[src/rtl/burst_read_streamer_if.sv]
// Command, memory-read and stream-write signal bundle for burst_read_streamer.
// slave is the streamer's view; master is the view of the surrounding system.
interface burst_read_streamer_if #(
  parameter int unsigned DATA_WIDTH = 32,
  parameter int unsigned ADDR_WIDTH = 32,
  parameter int unsigned LEN_WIDTH  = 16
);
  logic [ADDR_WIDTH-1:0] cmdAddrIn;
  logic [LEN_WIDTH-1:0]  cmdLenIn;
  logic                  cmdValidIn;
  logic                  cmdReadyOut;
  logic                  memRdEnOut;
  logic [ADDR_WIDTH-1:0] memAddrOut;
  logic [DATA_WIDTH-1:0] memRdDataIn;
  logic [DATA_WIDTH-1:0] wrDataOut;
  logic                  wrValidOut;
  logic                  wrReadyIn;
  logic                  busyOut;
  logic                  doneOut;

  modport slave (
    input  cmdAddrIn, cmdLenIn, cmdValidIn, memRdDataIn, wrReadyIn,
    output cmdReadyOut, memRdEnOut, memAddrOut, wrDataOut, wrValidOut,
           busyOut, doneOut
  );

  modport master (
    output cmdAddrIn, cmdLenIn, cmdValidIn, memRdDataIn, wrReadyIn,
    input  cmdReadyOut, memRdEnOut, memAddrOut, wrDataOut, wrValidOut,
           busyOut, doneOut
  );
endinterface

[src/rtl/burst_read_streamer.sv]
// Command-driven burst reader: sequential single-word reads from a fixed-latency
// memory, pushed into a stream FIFO. Define BURST_READ_STREAMER_STATS_EN for stallCountOut.
module burst_read_streamer #(
  parameter int unsigned DATA_WIDTH  = 32,
  parameter int unsigned ADDR_WIDTH  = 32,
  parameter int unsigned LEN_WIDTH   = 16,
  parameter int unsigned ADDR_STEP   = 4,
  parameter int unsigned MEM_LATENCY = 2
) (
  input  logic                 clkIn,
  input  logic                 rstIn,
  burst_read_streamer_if.slave bus
`ifdef BURST_READ_STREAMER_STATS_EN
  ,
  output logic [31:0]          stallCountOut
`endif
);

  typedef enum logic [1:0] {IDLE, ISSUE, DRAIN, DONE} state_t;

  state_t                 state;
  logic [ADDR_WIDTH-1:0]  curAddr;
  logic [LEN_WIDTH-1:0]   remaining;
  logic [MEM_LATENCY-1:0] inFlight;
  logic [MEM_LATENCY-1:0] inFlightNext;
  logic [DATA_WIDTH-1:0]  wrData;
  logic                   wrValid;
  logic                   done;
  logic                   issue;

  assign issue = (state == ISSUE) && bus.wrReadyIn;

  // Shift written bitwise so a single-stage pipeline needs no special case.
  always_comb begin
    inFlightNext    = inFlight << 1;
    inFlightNext[0] = issue;
  end

  always_ff @(posedge clkIn or posedge rstIn) begin
    if (rstIn) begin
      state     <= IDLE;
      curAddr   <= '0;
      remaining <= '0;
      inFlight  <= '0;
      wrData    <= '0;
      wrValid   <= 1'b0;
      done      <= 1'b0;
    end else begin
      inFlight <= inFlightNext;
      wrValid  <= inFlight[MEM_LATENCY-1];
      if (inFlight[MEM_LATENCY-1]) wrData <= bus.memRdDataIn;

      case (state)
        IDLE: begin
          if (bus.cmdValidIn) begin
            curAddr   <= bus.cmdAddrIn;
            remaining <= bus.cmdLenIn;
            state     <= (bus.cmdLenIn == '0) ? DONE : ISSUE;
          end
        end
        ISSUE: begin
          if (bus.wrReadyIn) begin
            curAddr   <= curAddr + ADDR_WIDTH'(ADDR_STEP);
            remaining <= remaining - 1'b1;
            if (remaining == LEN_WIDTH'(1)) state <= DRAIN;
          end
        end
        DRAIN: begin
          if (inFlight == '0 && !wrValid) state <= DONE;
        end
        DONE: begin
          // First DONE cycle arms the pulse, second one presents it.
          if (done) begin
            done  <= 1'b0;
            state <= IDLE;
          end else begin
            done <= 1'b1;
          end
        end
        default: state <= IDLE;
      endcase
    end
  end

`ifdef BURST_READ_STREAMER_STATS_EN
  logic [31:0] stallCount;

  always_ff @(posedge clkIn or posedge rstIn) begin
    if (rstIn) begin
      stallCount <= '0;
    end else if (state == IDLE && bus.cmdValidIn) begin
      stallCount <= '0;
    end else if (state == ISSUE && !bus.wrReadyIn && stallCount != '1) begin
      stallCount <= stallCount + 32'd1;
    end
  end

  assign stallCountOut = stallCount;
`endif

  assign bus.cmdReadyOut = (state == IDLE);
  assign bus.busyOut     = (state != IDLE);
  assign bus.memRdEnOut  = issue;
  assign bus.memAddrOut  = curAddr;
  assign bus.wrDataOut   = wrData;
  assign bus.wrValidOut  = wrValid;
  assign bus.doneOut     = done;

endmodule

[src/flat_wrapper.sv]
// flat-port wrapper written by rule: the top's interface ports become plain ports
module burst_read_streamer_flat 
#(
  parameter int unsigned DATA_WIDTH  = 32,
  parameter int unsigned ADDR_WIDTH  = 32,
  parameter int unsigned LEN_WIDTH   = 16,
  parameter int unsigned ADDR_STEP   = 4,
  parameter int unsigned MEM_LATENCY = 2
)
  (clkIn, rstIn, bus_cmdAddrIn, bus_cmdLenIn, bus_cmdValidIn, bus_memRdDataIn, bus_wrReadyIn, bus_cmdReadyOut, bus_memRdEnOut, bus_memAddrOut, bus_wrDataOut, bus_wrValidOut, bus_busyOut, bus_doneOut);
  burst_read_streamer_if #(.DATA_WIDTH(DATA_WIDTH), .ADDR_WIDTH(ADDR_WIDTH), .LEN_WIDTH(LEN_WIDTH)) bus_i ();
  input  logic clkIn;
  input  logic rstIn;
  input wire logic [$bits(bus_i.cmdAddrIn)-1:0] bus_cmdAddrIn;
  input wire logic [$bits(bus_i.cmdLenIn)-1:0] bus_cmdLenIn;
  input wire logic [$bits(bus_i.cmdValidIn)-1:0] bus_cmdValidIn;
  input wire logic [$bits(bus_i.memRdDataIn)-1:0] bus_memRdDataIn;
  input wire logic [$bits(bus_i.wrReadyIn)-1:0] bus_wrReadyIn;
  output wire logic [$bits(bus_i.cmdReadyOut)-1:0] bus_cmdReadyOut;
  output wire logic [$bits(bus_i.memRdEnOut)-1:0] bus_memRdEnOut;
  output wire logic [$bits(bus_i.memAddrOut)-1:0] bus_memAddrOut;
  output wire logic [$bits(bus_i.wrDataOut)-1:0] bus_wrDataOut;
  output wire logic [$bits(bus_i.wrValidOut)-1:0] bus_wrValidOut;
  output wire logic [$bits(bus_i.busyOut)-1:0] bus_busyOut;
  output wire logic [$bits(bus_i.doneOut)-1:0] bus_doneOut;
  assign bus_i.cmdAddrIn = bus_cmdAddrIn;
  assign bus_i.cmdLenIn = bus_cmdLenIn;
  assign bus_i.cmdValidIn = bus_cmdValidIn;
  assign bus_i.memRdDataIn = bus_memRdDataIn;
  assign bus_i.wrReadyIn = bus_wrReadyIn;
  assign bus_cmdReadyOut = bus_i.cmdReadyOut;
  assign bus_memRdEnOut = bus_i.memRdEnOut;
  assign bus_memAddrOut = bus_i.memAddrOut;
  assign bus_wrDataOut = bus_i.wrDataOut;
  assign bus_wrValidOut = bus_i.wrValidOut;
  assign bus_busyOut = bus_i.busyOut;
  assign bus_doneOut = bus_i.doneOut;
  burst_read_streamer #(.DATA_WIDTH(DATA_WIDTH), .ADDR_WIDTH(ADDR_WIDTH), .LEN_WIDTH(LEN_WIDTH), .ADDR_STEP(ADDR_STEP), .MEM_LATENCY(MEM_LATENCY)) u_core (.clkIn(clkIn), .rstIn(rstIn), .bus(bus_i));
endmodule
[config.mk]
export PLATFORM = sky130hd
export DESIGN_NAME = burst_read_streamer_flat
export DESIGN_NICKNAME = d
export VERILOG_FILES = /design/src/rtl/burst_read_streamer_if.sv /design/src/rtl/burst_read_streamer.sv /design/src/flat_wrapper.sv
export SDC_FILE = /design/constraint.sdc
export NUM_CORES = 1
export LEC_CHECK = 0
export BUFFER_PORTS_ARGS = -buffer_cell sky130_fd_sc_hd__buf_2
export CAP_MARGIN = 15
export CORE_UTILIZATION = 55
export DETAILED_ROUTE_END_ITERATION = 16
export PLACE_DENSITY_LB_ADDON = 0.3
export SLEW_MARGIN = 30
export SYNTH_ARGS = -nofsm -noshare
export SYNTH_HDL_FRONTEND = slang
export SYNTH_SLANG_ARGS = --single-unit
[constraint.sdc]
create_clock -name clkIn -period 4.4 [get_ports clkIn]
set_input_delay 0.88 -clock clkIn [delete_from_list [all_inputs] [get_ports clkIn]]
set_output_delay 0.88 -clock clkIn [all_outputs]
set_load 0.03 [all_outputs]
== After elaboration in Yosys (flattened, before gate mapping) ==
Cells that the tools add are included.

* Add/subtract/negate cells: 2
* Equal/unequal tests: 9
* Multiplexer cells: 14
* Reduce and logical (&&, ||, !) cells: 10

{| class="wikitable"
|+ Operators with widths
! operator !! count
|-
| 32-bit two-way mux || 2
|-
| 32-bit one-hot mux with 2 select lines || 1
|-
| 32-bit by 3-bit adder with 32-bit output, second input constant || 1
|-
| 16-bit two-way mux || 2
|-
| 16-bit one-hot mux with 2 select lines || 1
|-
| 16-bit by 1-bit == test with 1-bit output, second input constant || 1
|-
| 16-bit zero test || 1
|-
| 16-bit by 1-bit subtractor with 16-bit output, second input constant || 1
|-
| 2-bit two-way mux || 6
|-
| 2-bit one-hot mux with 4 select lines || 1
|-
| 2-bit inequality test, second input constant || 3
|-
| 5-bit AND reduction || 1
|-
| 2-bit == test, second input constant || 2
|-
| 2-bit zero test || 2
|-
| 2-bit by 1-bit inequality test with 1-bit output, second input constant || 2
|-
| 2-bit nonzero test || 2
|-
| 3-bit AND reduction || 1
|-
| 2-bit by 1-bit == test with 1-bit output, second input constant || 1
|-
| 1-bit logical AND || 2
|-
| 1-bit zero test || 1
|-
| 1-bit two-way mux || 1
|}

* Register bits after elaboration: 86
* Output and inout bits: 69

== Logic depth before layout (Yosys ltp) ==
Gate-level depths: netlist of run 1.

* Depth after elaboration: 4
* Depth in mapped cells: 10
* Gate-level depth less buffers: 7

== Worst setup path after synthesis of run 1 ==
No wires, ideal clock.

* Path kind: reg-to-reg
* Start point: register u_core.state[0]
* End point: register u_core.curAddr[24] (netlist: u_core.bus.memAddrOut[24])
* Library setup time: 86 ps
* Arrival time: 2224 ps
* Data required time: 4314 ps
* Slack: 2090 ps
* Cell stages (with the launch flop): 11
* Buffers on the path: 3
* Clock period less this slack: 2310 ps
* Path through: dfrtp_1 > inv_1 > ha_1 > buf_6 > or2b_2 > o211a_1 > clkbuf_1 > nand2_1 > clkbuf_1 > o22ai_1 > nor3_1

* Cells in the longest elaborated chain, start to end: 3
* Elaborated cells on any way between the ends: 7
* Those cells by class: eq/ne: 3; mux: 1; reduce/logical: 3

{| class="wikitable"
|+ Ends and longest elaborated chain
! what !! RTL line !! RTL
|-
| from (decl) || burst_read_streamer.sv:21 || <nowiki>state_t state;</nowiki>
|-
| from (signal assigned) || burst_read_streamer.sv:58 || <nowiki>state <= (bus.cmdLenIn == '0) ? DONE : ISSUE;</nowiki>
|-
| 2-bit zero test * || -- ||
|-
| named net bus_cmdReadyOut || flat_wrapper.sv:19 || <nowiki>output wire logic [$bits(bus_i.cmdReadyOut)-1:0] bus_cmdReadyOut;</nowiki>
|-
| 2-bit inequality test (no source line) or 2-bit nonzero test (tied branches) || -- ||
|-
| 3-bit AND reduction (no source line) || -- ||
|-
| to (signal assigned) || burst_read_streamer.sv:56 || <nowiki>curAddr <= bus.cmdAddrIn;</nowiki>
|-
| to (signal assigned) || burst_read_streamer.sv:63 || <nowiki>curAddr <= curAddr + ADDR_WIDTH'(ADDR_STEP);</nowiki>
|-
| to (decl) || burst_read_streamer.sv:22 || <nowiki>logic [ADDR_WIDTH-1:0] curAddr;</nowiki>
|}

The timed path passes the listed nets; every way through them passes the cells marked *.
A chain may end at the register's enable or synchronous reset.

== Worst setup path after layout of run 1 ==
* Start point: register u_core.state[1]
* End point: output port bus_memRdEnOut

* Cells in the longest elaborated chain, start to end: 2

{| class="wikitable"
|+ Ends and longest elaborated chain
! what !! RTL line !! RTL
|-
| 2-bit by 1-bit == test with 1-bit output || burst_read_streamer.sv:31 || <nowiki>assign issue = (state == ISSUE) && bus.wrReadyIn;</nowiki>
|-
| 1-bit logical AND || burst_read_streamer.sv:31 ||
|-
| to (decl) || flat_wrapper.sv:20 || <nowiki>output wire logic [$bits(bus_i.memRdEnOut)-1:0] bus_memRdEnOut;</nowiki>
|}

No other way between the ends.

==> results of run 1 <==
## synth_stat cells, drive strengths merged (5+ instances only)
cell type / instances / area (µm²)
dfrtp: 86 / 2150
nand2: 48 / 180
a21oi: 39 / 195
mux2: 33 / 372
nor2: 27 / 101
clkbuf: 23 / 106
nand3: 23 / 115
o22ai: 22 / 138
o21ai: 21 / 105
a2bb2oi: 14 / 123
inv: 14 / 52.6
nand4: 14 / 87.6
nor3: 9 / 50.1
ha: 7 / 87.6
nor4: 7 / 58.8
a311oi: 5 / 43.8
and3: 5 / 31.3
mux2i: 5 / 50.1
## metal layers
metal	global-route usage (%)	up-vias
met5	0	-
met2	45.2	209
li1	-	2004
met4	10.3	0
met3	5.34	17
met1	38.3	2063
## path summary, 6_finish.rpt
path / to / slack, ps / cells past startpoint
max in group asynchronous: u_core.bus.memAddrOut[6] / 2870 / 3
min in group asynchronous: u_core.bus.wrDataOut[3] / 630 / 2
hold / removal: u_core.inFlight[1] / 400 / 0
hold reg to reg: u_core.inFlight[1] / 400 / 0
setup / recovery: bus_memRdEnOut / 1460 / 5
setup reg to reg: u_core.bus.memAddrOut[6] / 1600 / 5
## critical path, cell delays in order, from the launching register on
cell and delay, ps:
dfrtp_1 430, inv_1 100, ha_2 560, nand2_1 240, inv_1 160, buf_2 220
## sequential cells by signal (all words and copies together), names as in the netlist
name and flops:
u_core.bus.wrDataOut 32, u_core.bus.memAddrOut 32, u_core.remaining 16, u_core.bus.wrValidOut 1
u_core.bus.doneOut 1, u_core.state 2, u_core.inFlight 2
## placed cells by master, fill, tap and decap left out, types with 3 or more instances in the layout
master and instances:
a2bb2oi_1 14, and3_1 5, a21oi_1 39, o221a_2 3
clkbuf_8 10, dfrtp_1 85, mux2_2 32, and4_1 4
a311oi_1 5, o32ai_1 3, buf_2 152, o211ai_1 3
o22ai_1 22, nand2_1 48, mux2i_1 5, inv_1 13
nand3_1 23, nand4_1 14, buf_4 5, nor2_1 27
nor3_1 8, ha_1 6, o21ai_0 21, nor4_1 6
## cells by family (layout without fill, tap and decap cells)
logic type	after synthesis	in the layout	synth area share, %
AO/OA/AOI/OAI	132	132	19.6
flip-flops	86	86	47.6
AND/OR/NAND/NOR	153	153	17.3
multiplexers	38	38	9.33
buffers and inverters	41	187	4.01
XOR/XNOR	1	1	0.194
adder cells (fa/ha/maj)	7	7	1.94
## layout make-up
| type | instances | area [µm²] | area share, % |
|---|---|---|---|
| well taps | 102 | 128 | 2.32 |
| inverters | 14 | 55.1 | 0.999 |
| flip-flops and latches | 86 | 2150 | 39.1 |
| multi-input cells | 331 | 2190 | 39.7 |
| clock inverters | 6 | 52.6 | 0.953 |
| repair buffers | 157 | 798 | 14.5 |
| clock buffers | 10 | 138 | 2.50 |
## power groups by stage
stage	clock (W)	sequential, W	combinational [W]
after global routing	0.000580	0.00168	0.00293
after CTS	0.000546	0.00162	0.00270
after global placement	0	0.00159	0.00263
after floorplan	0	0.00213	0.00147
after detailed placement	0	0.00163	0.00270
final	0.000539	0.00162	0.00272
## stage by stage
| step | std cells | setup slack (ps) | utilization, % | power (W) |
|---|---|---|---|---|
| floorplan | 458 | 1300 | - | 0.00360 |
| global placement | 690 | 1690 | 67.8 | 0.00422 |
| detailed placement | 690 | 1630 | 67.8 | 0.00433 |
| CTS | 706 | 1460 | 70.2 | 0.00487 |
| global route | 706 | 1310 | 70.2 | 0.00519 |
| finish | 706 | 1460 | 70.2 | 0.00488 |
==> flow_metrics.tcl, run 1 <==
set metrics [dict create \
    status "finished, final reports clean" \
    routabilityCongestion 0.913 \
    p_leak_nw 2.50 \
    cts_root_buffer "clkbuf_8" \
    slew_headroom_pct 50.8 \
    cts_resized 0 \
    via_count 4293 \
    setup_tns_ps 0 \
    seq_area_frac_synth_pct 47.6 \
    setup_violations 0 \
    coreArea_um2 7850 \
    synth_cells 458 \
    p_switching_w 0.00247 \
    hp-class "reg2reg" \
    synth_edf_count 0 \
    start_util_pct 57.6 \
    wl_met3_um 924 \
    route.met2.wl_mm 5.62 \
    overflow 0 \
    clock_path_buffers 2 \
    drv_slew 0 \
    dieArea_um2 8580 \
    syn_nets 549 \
    clock_skew_ps 13.3 \
    ys_ff_latch 86 \
    fill_cells 629 \
    whs_ps 400 \
    fin_crit_ps 2940 \
    p_int_w 0.00241 \
    holdBufCountCts 0 \
    syn2layout_area_growth_pct 22.0 \
    fin_area_um2 5510 \
    powerDensity_nw_per_um2 885 \
    htree_levels 3 \
    port_buffers 152 \
    die_x_um 92.6 \
    cts_setup_buffers 0 \
    clk_pin_slew_ps 90 \
    cp_max_fo 34 \
    io_pins 153 \
    drtIter0Drc 274 \
    fin_crit_sh_pct 66.9 \
    end_kind "output port" \
    synth_area_um2 4520 \
    antenna_found_initial 0 \
    cts_buffers 9 \
    reg2reg_from "u_core.state[1]" \
    max_freq_mhz 340 \
    hp-start "u_core.inFlight[0]" \
    switching_share_pct 50.6 \
    synth_cell_type_count 56 \
    rsz0062_at_grt "false" \
    cp.arrival_ps 2060 \
    grt_pass1_wl_mm 18.9 \
    timing.max_cap.violations 0 \
    drc 0 \
    rows 32 \
    critPathKind "reg2out" \
    routed_wl_mm 11.9 \
    cts_tree "yes" \
    m1WireLength_mm 5.15 \
    dr.pass1.iters 5 \
    seqPwrFrac_pct 33.3 \
    n_antenna_cell 0 \
    syn_area_per_cell_um2 9.87 \
    grt_use_total_pct 28.2 \
    crit_start "u_core.state[1]" \
    cts.sinks 86 \
    clkLatencyLatePin_ps 360 \
    synth-async-reset-ratio_pct 100 \
    grt_max_degree 59 \
    wl_per_cell_um 16.9 \
    yosys_most_used_dff "dfrtp_1" \
    grt_pass1_vias 3882 \
    peakVddDrop_mv 0.424 \
    hold_viol 0 \
    power_frac_comb_pct 55.6 \
    tightest_slew_ps 731 \
    vias_per_cell 6.08 \
    p_clk_share_pct 11.1 \
    nNetsFinal 690 \
    yosys_warnings 0 \
    drtAntennaViolNets 0 \
    startpoint_type "flop" \
    fp.dieH_um 92.6 \
    placed_cell_area_um2 5320 \
    layout-drive-gt1-share_pct 36.8 \
    top_layer_used "met4" \
    dpl.hpwl_mm 8.53 \
    cp.required_ps 3520 \
]
(Power assumes the default switching activity.)
==> run 2, diff against run 1 <==
--- a/config.mk
+++ b/config.mk
@@ -7,7 +7,7 @@
 export LEC_CHECK = 0
 export BUFFER_PORTS_ARGS = -buffer_cell sky130_fd_sc_hd__buf_2
 export CAP_MARGIN = 15
-export CORE_UTILIZATION = 55
+export CORE_UTILIZATION = 51
 export DETAILED_ROUTE_END_ITERATION = 16
 export PLACE_DENSITY_LB_ADDON = 0.3
 export SLEW_MARGIN = 30
==> constraint.sdc (replaced) <==
create_clock -name clkIn -period 3 [get_ports clkIn]
set_input_delay 0.6 -clock clkIn [delete_from_list [all_inputs] [get_ports clkIn]]
set_output_delay 0.6 -clock clkIn [all_outputs]
set_load 0.03 [all_outputs]
==> flow_metrics.tcl, run 2 (same netlist as run 1, synthesis figures left out) <==
set metrics [dict create \
    status "finished, final reports clean" \
    layout-drive-gt1-share_pct 37.0 \
    grt_use_total_pct 26.5 \
    fp.dieH_um 96.1 \
    crit_start "u_core.bus.memAddrOut[2]" \
    cts_tree "yes" \
    startpoint_type "flop" \
    drtIter0Drc 178 \
    hold_viol 0 \
    worst_path_largest_cell_delay_ps 560 \
    setup_violations 0 \
    powerDensity_nw_per_um2 1310 \
    p_clk_share_pct 12.3 \
    io_pins 153 \
    grt_pass1_wl_mm 18.9 \
    overflow 0 \
    via_count 4239 \
    cts_setup_buffers 0 \
    fin_crit_ps 2380 \
    final_cell_mix "152 x buf_2, 86 x dfrtp_1, 48 x nand2_1" \
    hp-class "in2async" \
    power_frac_comb_pct 55.7 \
    p_leak_nw 2.54 \
    clkLatencyLatePin_ps 350 \
    routabilityCongestion 0.883 \
    vias_per_cell 5.95 \
    timing.max_cap.violations 0 \
    port_buffers 152 \
    clock_skew_ps 6.45 \
    htree_levels 3 \
    critPathKind "reg2reg" \
    switching_share_pct 49.2 \
    start_util_pct 53.9 \
    grt_max_degree 45 \
    coreArea_um2 8380 \
    cp.arrival_ps 2670 \
    cp_max_fo 8 \
    drv_slew 0 \
    rows 33 \
    dpl.hpwl_mm 8.89 \
    clk_pin_slew_ps 90 \
    cts_resized 0 \
    slowest_stage "nor4_4" \
    tightest_slew_ps 718 \
    clock_path_buffers 2 \
    antenna_found_initial 0 \
    slew_headroom_pct 51.8 \
    drc 0 \
    rsz0062_at_grt "false" \
    nNetsFinal 694 \
    seqPwrFrac_pct 32.0 \
    holdBufCountCts 0 \
    n_antenna_cell 0 \
    grt_pass1_vias 3838 \
    cts.sinks 86 \
    syn2layout_area_growth_pct 23.4 \
    max_freq_mhz 420 \
    setup_tns_ps 0 \
    end_kind "flop" \
    dr.pass1.iters 5 \
    cp.required_ps 3290 \
    cts_buffers 9 \
    fin_crit_sh_pct 79.3 \
    crit_path_cell_trace "ha_1 -> nand4_1 -> nor4_4 -> nand2_1 -> or4_1 -> nand3_1" \
    wl_per_cell_um 16.7 \
    p_int_w 0.00370 \
    peakVddDrop_mv 0.854 \
    cts_root_buffer "clkbuf_8" \
    total_power_w 0.00728 \
    fill_cells 695 \
    dieArea_um2 9240 \
    final_common_cell "buf_2" \
    reg2reg_from "u_core.bus.memAddrOut[2]" \
    routed_wl_mm 11.9 \
    die_x_um 96.1 \
    p_switching_w 0.00358 \
    drtAntennaViolNets 0 \
]
-- run 2: final timing paths --
check	slack, ps	cells after the start	endpoint
min	270	2	u_core.bus.memAddrOut[25]
max in group asynchronous	1940	3	u_core.bus.wrDataOut[18]
max reg2reg	620	6	u_core.bus.memAddrOut[30]
min in group clkIn	390	0	u_core.inFlight[1]
max	620	6	u_core.bus.memAddrOut[30]
min reg2reg	390	0	u_core.inFlight[1]
-- run 2: metrics by stage --
step                setup WS (ps)  hold WS [ps]  instances  utilization [%]  area [µm²]
finish                        621           271        713             66.5        5580
global route                  437           285        713             66.5        5580
CTS                           658           272        713             66.5        5580
detailed placement            666           376        697             63.9        5350
global placement              750           367        697             63.9        5350
floorplan                     178           356        458                -        4520
-- run 2: power groups by stage --
stage	registers (W)	clock network, W	logic, W
after floorplan	0.00313	0	0.00215
after global placement	0.00229	0	0.00397
after detailed placement	0.00234	0	0.00406
after CTS	0.00232	0.000919	0.00407
after global routing	0.00242	0.000976	0.00444
final	0.00233	0.000895	0.00405
-- run 2: final cells by class --
type                            instances  area (µm²)  area share (%)
Tap cell                              105         131            2.36
Timing Repair Buffer                  161         828            14.9
Multi-Input combinational cell        331        2190            39.3
Clock inverter                          7        97.6            1.75
Sequential cell                        86        2150            38.6
Inverter                               14        53.8           0.965
Clock buffer                            9         124            2.22
-- run 2: worst max-delay path, delay by kind of cell (launching register included) --
kind          cells  cell delay (ps)
fa+ha+maj         1              230
flops             1              430
simple gates      5             1660
-- run 2: routing by layer --
| layer | vias to the layer above | wire (µm) | GRT usage, % | share of wire [%] |
|---|---|---|---|---|
| met5 | - | 0 | 0 | 0 |
| met4 | 0 | 74 | 7.71 | 0.62 |
| met3 | 7 | 994 | 5.21 | 8.3 |
| met2 | 202 | 5610 | 41.8 | 47 |
| met1 | 2019 | 5240 | 36.9 | 44 |
| li1 | 2011 | - | - | - |
